### config.mk
export PLATFORM = sky130hd
export DESIGN_NAME = pattern_count_engine
export DESIGN_NICKNAME = d
export VERILOG_FILES = /design/src/rtl/pattern_count_engine.sv
export SDC_FILE = /design/constraint.sdc
export NUM_CORES = 1
export LEC_CHECK = 0
export ABC_AREA = 0
export ABC_CLOCK_PERIOD_IN_PS = 5100
export CAP_MARGIN = 10
export CELL_PAD_IN_SITES_DETAIL_PLACEMENT = 1
export CELL_PAD_IN_SITES_GLOBAL_PLACEMENT = 1
export CORE_UTILIZATION = 46
export DETAILED_ROUTE_END_ITERATION = 6
export GPL_TIMING_DRIVEN = 0
export MAX_ROUTING_LAYER = met4
export PLACE_DENSITY = 0.92
export SETUP_SLACK_MARGIN = 0.2
export SYNTH_ARGS = -nofsm -noshare
export SYNTH_HDL_FRONTEND = slang
export SYNTH_SLANG_ARGS = --single-unit
### constraint.sdc
create_clock -name clk -period 5.1 [get_ports clk]
set_clock_uncertainty 0.2 [all_clocks]
set_input_delay 1.02 -clock clk [delete_from_list [all_inputs] [get_ports clk]]
set_output_delay 1.02 -clock clk [all_outputs]
set_load 0.02 [all_outputs]
### src/rtl/pattern_count_engine.sv
// Start/ack responder: reads a 5-bit pattern and a message from data memory, counts matches, writes results back.
// Optional define PATTERN_CROSS_COUNT_EN adds the stream-wide (byte-crossing) window count and its result write.
module pattern_count_engine #(
    parameter int PAT_ADDR = 32,
    parameter int MSG_LEN  = 32,
    parameter int RES_ADDR = 33
) (
    input  logic       clk,
    input  logic       reset_n,
    input  logic       start,
    output logic       ack,
    output logic [7:0] mem_addr,
    input  logic [7:0] mem_rdata,
    output logic       mem_wen,
    output logic [7:0] mem_wdata
);

    typedef enum logic [2:0] {
        IDLE,
        PAT,
        SCAN,
        DRAIN,
        WR_B,
        WR_O,
`ifdef PATTERN_CROSS_COUNT_EN
        WR_S,
`endif
        DONE
    } state_t;

    state_t     state_reg, state_next;
    logic [7:0] idx_reg, idx_next;
    logic [4:0] pat_reg;
    logic [7:0] ctb_reg;
    logic [7:0] cto_reg;
    logic       ack_reg;
    logic [3:0] win_hit;
    logic [7:0] ctb_inc;
    logic       byte_valid;
    logic       start_run;

    // Bytes arrive one cycle after their address; SCAN with idx 0 carries the pattern byte instead.
    assign byte_valid = ((state_reg == SCAN) && (idx_reg != 8'd0)) || (state_reg == DRAIN);
    assign start_run  = (state_reg == IDLE) && start;
    assign ack        = ack_reg;

    genvar gi;
    generate
        for (gi = 0; gi < 4; gi++) begin : g_in_byte
            assign win_hit[gi] = (mem_rdata[gi+4:gi] == pat_reg);
        end
    endgenerate

    assign ctb_inc = 8'($countones(win_hit));

`ifdef PATTERN_CROSS_COUNT_EN
    logic [7:0]  cts_reg;
    logic [3:0]  carry_reg;
    logic        first_reg;
    logic [11:0] stream_win;
    logic [7:0]  cross_hit;
    logic [7:0]  cross_mask;
    logic [7:0]  cts_inc;

    // Stream order is MSB first, so the previous byte's low nibble precedes this byte.
    assign stream_win = {carry_reg, mem_rdata};
    generate
        for (gi = 0; gi < 8; gi++) begin : g_cross
            assign cross_hit[gi] = (stream_win[gi+4:gi] == pat_reg);
        end
    endgenerate

    assign cross_mask = first_reg ? 8'h0F : 8'hFF;
    assign cts_inc    = 8'($countones(cross_hit & cross_mask));
`endif

    always_ff @(posedge clk or negedge reset_n) begin
        if (!reset_n) begin
            state_reg <= IDLE;
            idx_reg   <= 8'd0;
            pat_reg   <= 5'd0;
            ctb_reg   <= 8'd0;
            cto_reg   <= 8'd0;
            ack_reg   <= 1'b0;
`ifdef PATTERN_CROSS_COUNT_EN
            cts_reg   <= 8'd0;
            carry_reg <= 4'd0;
            first_reg <= 1'b0;
`endif
        end else begin
            state_reg <= state_next;
            idx_reg   <= idx_next;
            if (start_run) begin
                ack_reg   <= 1'b0;
                ctb_reg   <= 8'd0;
                cto_reg   <= 8'd0;
`ifdef PATTERN_CROSS_COUNT_EN
                cts_reg   <= 8'd0;
                carry_reg <= 4'd0;
                first_reg <= 1'b1;
`endif
            end
            if (state_reg == DONE) begin
                ack_reg <= 1'b1;
            end
            if ((state_reg == SCAN) && (idx_reg == 8'd0)) begin
                pat_reg <= mem_rdata[7:3];
            end
            if (byte_valid) begin
                ctb_reg <= ctb_reg + ctb_inc;
                cto_reg <= cto_reg + 8'(|win_hit);
`ifdef PATTERN_CROSS_COUNT_EN
                cts_reg   <= cts_reg + cts_inc;
                carry_reg <= mem_rdata[3:0];
                first_reg <= 1'b0;
`endif
            end
        end
    end

    always_comb begin
        state_next = state_reg;
        idx_next   = idx_reg;
        mem_addr   = 8'd0;
        mem_wen    = 1'b0;
        mem_wdata  = 8'd0;
        case (state_reg)
            IDLE: begin
                if (start) begin
                    state_next = PAT;
                end
            end
            PAT: begin
                mem_addr   = 8'(PAT_ADDR);
                idx_next   = 8'd0;
                state_next = SCAN;
            end
            SCAN: begin
                mem_addr = idx_reg;
                idx_next = idx_reg + 8'd1;
                if (idx_reg == 8'(MSG_LEN - 1)) begin
                    state_next = DRAIN;
                end
            end
            DRAIN: begin
                state_next = WR_B;
            end
            WR_B: begin
                mem_wen    = 1'b1;
                mem_addr   = 8'(RES_ADDR);
                mem_wdata  = ctb_reg;
                state_next = WR_O;
            end
            WR_O: begin
                mem_wen   = 1'b1;
                mem_addr  = 8'(RES_ADDR + 1);
                mem_wdata = cto_reg;
`ifdef PATTERN_CROSS_COUNT_EN
                state_next = WR_S;
`else
                state_next = DONE;
`endif
            end
`ifdef PATTERN_CROSS_COUNT_EN
            WR_S: begin
                mem_wen    = 1'b1;
                mem_addr   = 8'(RES_ADDR + 2);
                mem_wdata  = cts_reg;
                state_next = DONE;
            end
`endif
            DONE: begin
                state_next = IDLE;
            end
            default: begin
                state_next = IDLE;
            end
        endcase
    end

endmodule

==> results of run 1 <==
-- layout by cell type (no fill, tap or decap), types with 2 or more instances in the layout --
cell             instances
fa_1                     3
clkbuf_8                 6
nor3_1                   9
and2_1                   6
o21ai_0                 10
a211o_1                  6
nor2_1                  17
dfrtp_1                 33
buf_2                    9
mux2i_1                 14
inv_1                    4
nor3b_1                  6
a21oi_1                  5
clkdlybuf4s50_1         25
xnor2_1                 12
xor2_1                   8
nand2_1                 27
clkbuf_1                 7
mux2_2                   5
and3_1                   7
nand3_1                 16
o41ai_1                  2
ha_1                     5
buf_6                    3
-- through the flow --
| stage | cell area [um^2] | total power [mW] | worst slack [ns] |
|---|---|---|---|
| after global placement | 2530 | 0.986 | 0.758 |
| after global routing | 2610 | 1.31 | 0.806 |
| after CTS | 2610 | 1.23 | 0.963 |
| after floorplan | 2200 | 0.835 | 1.36 |
| final | 2610 | 1.23 | 0.979 |
| after detailed placement | 2520 | 1.02 | 0.656 |
-- layer usage --
layer,share of wire [%],GRT usage [%]
met1,45,29.6
met3,2.9,5.34
met2,50,41.8
met4,1.4,7.78
met5,0,-
-- worst paths after layout --
check	from	end	slack, ns
setup / recovery	mem_rdata[5]	ctb_reg[4]	0.98
hold / removal	ctb_reg[7]	ctb_reg[7]	0.30
setup reg to reg	pat_reg[2]	ctb_reg[4]	1.67
hold reg to reg	ctb_reg[7]	ctb_reg[7]	0.30
max in group asynchronous	reset_n	ctb_reg[2]	3.60
min in group asynchronous	reset_n	ctb_reg[5]	0.60
-- layout make-up --
| cell class | instances | area (um^2) | area share, % |
|---|---|---|---|
| Tap cell | 52 | 65.1 | 2.49 |
| Inverter | 4 | 15.0 | 0.575 |
| Timing Repair Buffer | 26 | 255 | 9.77 |
| Multi-Input combinational cell | 178 | 1260 | 48.3 |
| Sequential cell | 33 | 826 | 31.6 |
| Clock buffer | 7 | 86.3 | 3.31 |
| Buffer | 18 | 101 | 3.88 |
-- cells by family (layout without fill, tap and decap cells) --
kind of cell               Yosys count  after routing  synth area share, %
adders and majority gates            8              8                 5.56
buffers and inverters               22             55                 5.28
and+or+nand+nor                     98             98                 23.9
AOI/OAI and AO/OA                   33             33                 11.0
DFF                                 33             33                 37.5
xor gates and xnor gates            20             20                 7.95
muxes                               19             19                 8.91
-- power by group --
| group | switching, mW | total [mW] | leakage [nW] | internal (mW) |
|---|---|---|---|---|
| combinational | 0.372 | 0.650 | 0.718 | 0.278 |
| clock | 0.0984 | 0.206 | 0.0443 | 0.107 |
| sequential | 0.0504 | 0.371 | 0.441 | 0.320 |
==> results.yml, run 1 <==
run_status:
  status: "finished with violations"
  violations: "design-rule violations"
critical_path:
  cp-end-kind: "flip-flop"
  worst-path-stages: 10
  arrival_ns: 4.09
  path_common_cell: "fa_1"
  crit_type: "input port to flip-flop"
  worst-endpoint-required_ns: 5.07
  worst_path_dominant_cell_family: "adder cells"
  path_cells: "clkdlybuf4s50_1 > xnor2_1 > nand3_1 > nor3_1 > fa_1 > fa_1 > fa_1 > nand3_1 > nor3_1 > a211o_1"
  slowest_stage: "clkdlybuf4s50_1"
  r2r_cells: 10
  cp_max_fo: 4
  cp-start-kind: "input port"
  slowest_delay_ns: 0.58
  path_buf_inv: 1
clock_network:
  cts_hold_buf: 0
  clockBufferDepth: 2
  clk_latency_ns: 0.29
  tritoncts: "done"
  ctsResizeCount: 0
  cts-htree-levels: 2
  cts_setup_buffers: 0
  path_clk_slew_ns: 0.07
  cts_root_buffer: "clkbuf_8"
  clock-sinks: 33
  cts-buffers-inserted: 5
final_layout:
  n_antenna_cell: 0
  fillerInstances: 520
  syn2layout_area_growth_pct: 18.4
  stdcell_count: 318
  final_core_util_pct: 58.4
  nets: 285
  layout-drive-gt1-share_pct: 11.3
timing:
  finalCritPeriodShare_pct: 80.8
  rsz0062_at_grt: "false"
  tightest_slew_ns: 0.773
  fin_hold_ws_ns: 0.297
  tns_ns: 0
  slew_headroom_pct: 48.4
  setup_viol: 0
  final.min_clock_period_ns: 4.12
  max_freq_ghz: 0.243
  finalHoldViolCount: 0
  drv_slew: 0
synthesis:
  synth_warnings: 0
  synthTopCellsByCount: "33 x dfrtp_1, 27 x nand2_1, 17 x nor2_1"
  synth-seq-cells: 33
  post-synth-top-count-cell: "dfrtp_1"
  synth_edf_count: 0
  yosys.area.top_type_share_pct: 37.5
  syn_nets: 252
  synthArstFlopShare_pct: 100
  synthTopCellsByArea: "dfrtp_1 37%, mux2i_1 6.4%, xnor2_1 4.8%, nand2_1 4.6%, nand3_1 3.6%"
  ys.flop_type: "dfrtp_1"
  avgSynthCellArea_um2: 9.46
  ys_types: 43
  syn-instance-count: 233
  ys_seq_area_share_pct: 37.5
  synth_area_um2: 2200
  synth_top_area_cell: "dfrtp_1"
detailed_routing:
  drc: 1
  drt_iter0_drc: 83
  via_per_inst: 5.84
  wirelength_um: 5540
  vias: 1857
  wl_per_cell_um: 17.4
  ant_nets: 0
  dr.pass1.iters: 6
hold_path:
  hp-class: "flip-flop to flip-flop"
  hold_depth: 1
global_route:
  grt_antenna_before_repair: 0
  grtUsageTotal_pct: 24.7
  grt_pass1_vias: 1944
  grt_max_degree: 34
  grt_pass1_wl_um: 9370
  grt_overflow: 0
power_and_ir_drop:
  leakagePower_nw: 1.20
  irDropWorstVdd_v: 0.000178
  powerDensity_nw_per_um2: 470
floorplanning:
  rows: 24
  ios: 29
  die_x_um: 71.2
  core_region_area_um2: 4470
  start_util_pct: 49.3
  die_h_um: 71.2
  die-area_um2: 5070
place:
  gp_congestion: 0.779
  dpl.cell_count: 311
  dp_hpwl_um: 4030
  io_buffers: 26
job:
  max-cap-violations: 0
No activity file was read; power rests on OpenSTA's default activity.
==> inputs of run 2 (changes only) <==
--- a/config.mk
+++ b/config.mk
@@ -6,15 +6,15 @@
 export NUM_CORES = 1
 export LEC_CHECK = 0
 export ABC_AREA = 0
-export ABC_CLOCK_PERIOD_IN_PS = 5100
+export ABC_CLOCK_PERIOD_IN_PS = 3600
 export CAP_MARGIN = 10
 export CELL_PAD_IN_SITES_DETAIL_PLACEMENT = 1
 export CELL_PAD_IN_SITES_GLOBAL_PLACEMENT = 1
-export CORE_UTILIZATION = 46
+export CORE_UTILIZATION = 38
 export DETAILED_ROUTE_END_ITERATION = 6
 export GPL_TIMING_DRIVEN = 0
 export MAX_ROUTING_LAYER = met4
-export PLACE_DENSITY = 0.92
+export PLACE_DENSITY = 0.82
 export SETUP_SLACK_MARGIN = 0.2
 export SYNTH_ARGS = -nofsm -noshare
 export SYNTH_HDL_FRONTEND = slang
==> constraint.sdc (replaced) <==
create_clock -name clk -period 3.6 [get_ports clk]
set_clock_uncertainty 0.2 [all_clocks]
set_input_delay 0.72 -clock clk [delete_from_list [all_inputs] [get_ports clk]]
set_output_delay 0.72 -clock clk [all_outputs]
set_load 0.02 [all_outputs]
==> results.yml, run 2 (same netlist as run 1, synthesis figures left out) <==
final_layout:
  layout_commonest_cell: "dfrtp_1"
  design_area_um2: 2680
  syn2layout_area_growth_pct: 21.3
  fillerInstances: 658
  stdcell_count: 339
  nets: 286
  layout-drive-gt1-share_pct: 13.5
  n_antenna_cell: 0
  final_core_util_pct: 48.3
  layout_common_cells: "33 x dfrtp_1, 27 x nand2_1, 21 x clkdlybuf4s50_1"
detailed_routing:
  wirelength_um: 5440
  ant_nets: 0
  via_per_inst: 5.31
  drt_iter0_drc: 110
  dr.pass1.iters: 4
  drc: 0
  vias: 1801
  wl_per_cell_um: 16.1
floorplanning:
  die_h_um: 78.2
  die-area_um2: 6110
  core_region_area_um2: 5540
  rows: 27
  ios: 29
  start_util_pct: 39.8
  die_x_um: 78.2
critical_path:
  slowest_delay_ns: 0.47
  crit_type: "input port to flip-flop"
  slowest_stage: "fa_1"
  endpoint: "ctb_reg[4]"
  cp_max_fo: 4
  r2r_slack_ns: 0.48
  r2r_cells: 10
  cp-end-kind: "flip-flop"
  arrival_ns: 3.24
  worst-path-stages: 10
  path_common_cell: "fa_2"
  rr_endpoint: "ctb_reg[4]"
  path_cells: "dlygate4sd2_1 > xnor2_1 > nand3_1 > nor3_4 > fa_1 > fa_2 > fa_2 > nand3_2 > nor3_1 > a211o_1"
  path_buf_inv: 1
  r2r-start: "pat_reg[2]"
  crit_start: "mem_rdata[2]"
  worst_path_dominant_cell_family: "adder cells"
  worst-endpoint-required_ns: 3.57
  cp-start-kind: "input port"
timing:
  rsz0062_at_grt: "false"
  setup_viol: 0
  setup_slack_ns: 0.331
  max_freq_ghz: 0.306
  drv_slew: 0
  slew_headroom_pct: 42.3
  tns_ns: 0
  finalCritPeriodShare_pct: 90.8
  tightest_slew_ns: 0.864
  fin_hold_ws_ns: 0.276
  finalHoldViolCount: 0
  final.min_clock_period_ns: 3.27
power_and_ir_drop:
  p_comb_share_pct: 53.7
  irDropWorstVdd_v: 0.000241
  leakagePower_nw: 1.23
  clkPwrFrac_pct: 16.3
  p_int_mw: 1.00
  p_seq_share_pct: 29.9
  total_power_mw: 1.75
  powerDensity_nw_per_um2: 653
  sw_frac_of_total_pct: 42.6
  power.switching_mw: 0.744
global_route:
  grt_overflow: 0
  grt_antenna_before_repair: 0
  grt_pass1_vias: 1865
  grtUsageTotal_pct: 20.1
  grt_max_degree: 34
  grt_pass1_wl_um: 9200
hold_path:
  hp-class: "flip-flop to flip-flop"
place:
  placed_cell_area_um2: 2550
  dpl.cell_count: 331
  gp_congestion: 0.788
  io_buffers: 26
  place_ws_ns: -0.525
  dp_hpwl_um: 3910
clock_network:
  tritoncts: "done"
  cts-buffers-inserted: 5
  cts-htree-levels: 2
  clockBufferDepth: 2
  path_clk_slew_ns: 0.07
  clock-sinks: 33
  cts_root_buffer: "clkbuf_8"
  clk_latency_ns: 0.29
job:
  max-cap-violations: 0
run_status:
  status: "finished, final reports clean"
## run 2: cell types whose count changed in the layout (fill, tap and decap cells not counted), sizes merged
cell	before	now
dlymetal6s2s	0	1
dlygate4sd2	0	3
buf	12	13
clkdlybuf4s50	25	21
## run 2: routing by layer
| layer | GRT usage (%) | part of all wire, % | up-vias |
|---|---|---|---|
| met5 | - | 0 | - |
| met4 | 5.19 | 0.64 | 0 |
| met3 | 4.88 | 2.7 | 5 |
| met2 | 33.0 | 49 | 20 |
| met1 | 25.0 | 47 | 893 |
| li1 | - | - | 883 |
## run 2: area by class of cell
class                      instances  area, um^2  share of cell area [%]
timing repair buffer              27         262                    9.78
multi-input combinational        178        1290                    48.4
buffer                            18         101                    3.79
clock buffer                       7        86.3                    3.23
sequential                        33         826                    30.9
tap                               72        90.1                    3.37
inverter                           4        15.0                   0.561
## run 2: power by group through the flow
stage / Sequential [mW] / Clock [mW] / Combinational [mW]
finish: 0.523 / 0.286 / 0.939
global route: 0.539 / 0.309 / 1.02
CTS: 0.522 / 0.293 / 0.924
detailed placement: 0.527 / 0 / 0.915
global placement: 0.523 / 0 / 0.890
floorplan: 0.516 / 0 / 0.671
## run 2: worst min-delay path by stage
stage	start	slack (ns)	cells after the start	endpoint
after floorplan	reset_n	0.22	0	ack
after detailed placement	ctb_reg[7]	0.28	1	ctb_reg[7]
final	ctb_reg[7]	0.28	1	ctb_reg[7]
after CTS	ctb_reg[7]	0.29	1	ctb_reg[7]
after global routing	ctb_reg[7]	0.33	1	ctb_reg[7]
after global placement	ctb_reg[7]	0.27	1	ctb_reg[7]
## run 2: timing repair
item                                    in CTS  in global routing
gates resized for setup                      7                  3
hold buffers                                 0                  0
endpoints found under the setup margin       6                  3
pin swaps                                    4                  4
buffers inserted                             0                  1
## run 2: worst reg2reg max path, cell delays in order, from the launching register on
cell and delay [ns]:
dfrtp_1 0.32, clkbuf_1 0.27, xnor2_1 0.16, nand3_1 0.15, nor3_4 0.20, fa_1 0.47, fa_2 0.41, fa_2 0.40
nand3_2 0.11, nor3_1 0.05, a211o_1 0.27
==> inputs of run 3 (changes only) <==
--- a/config.mk
+++ b/config.mk
@@ -12,6 +12,7 @@
 export CELL_PAD_IN_SITES_GLOBAL_PLACEMENT = 1
 export CORE_UTILIZATION = 38
 export DETAILED_ROUTE_END_ITERATION = 6
+export GPL_ROUTABILITY_DRIVEN = 0
 export GPL_TIMING_DRIVEN = 0
 export MAX_ROUTING_LAYER = met4
 export PLACE_DENSITY = 0.82
==> results of run 3 <==
Final layout, timing and power as in run 2 (identical DEF).
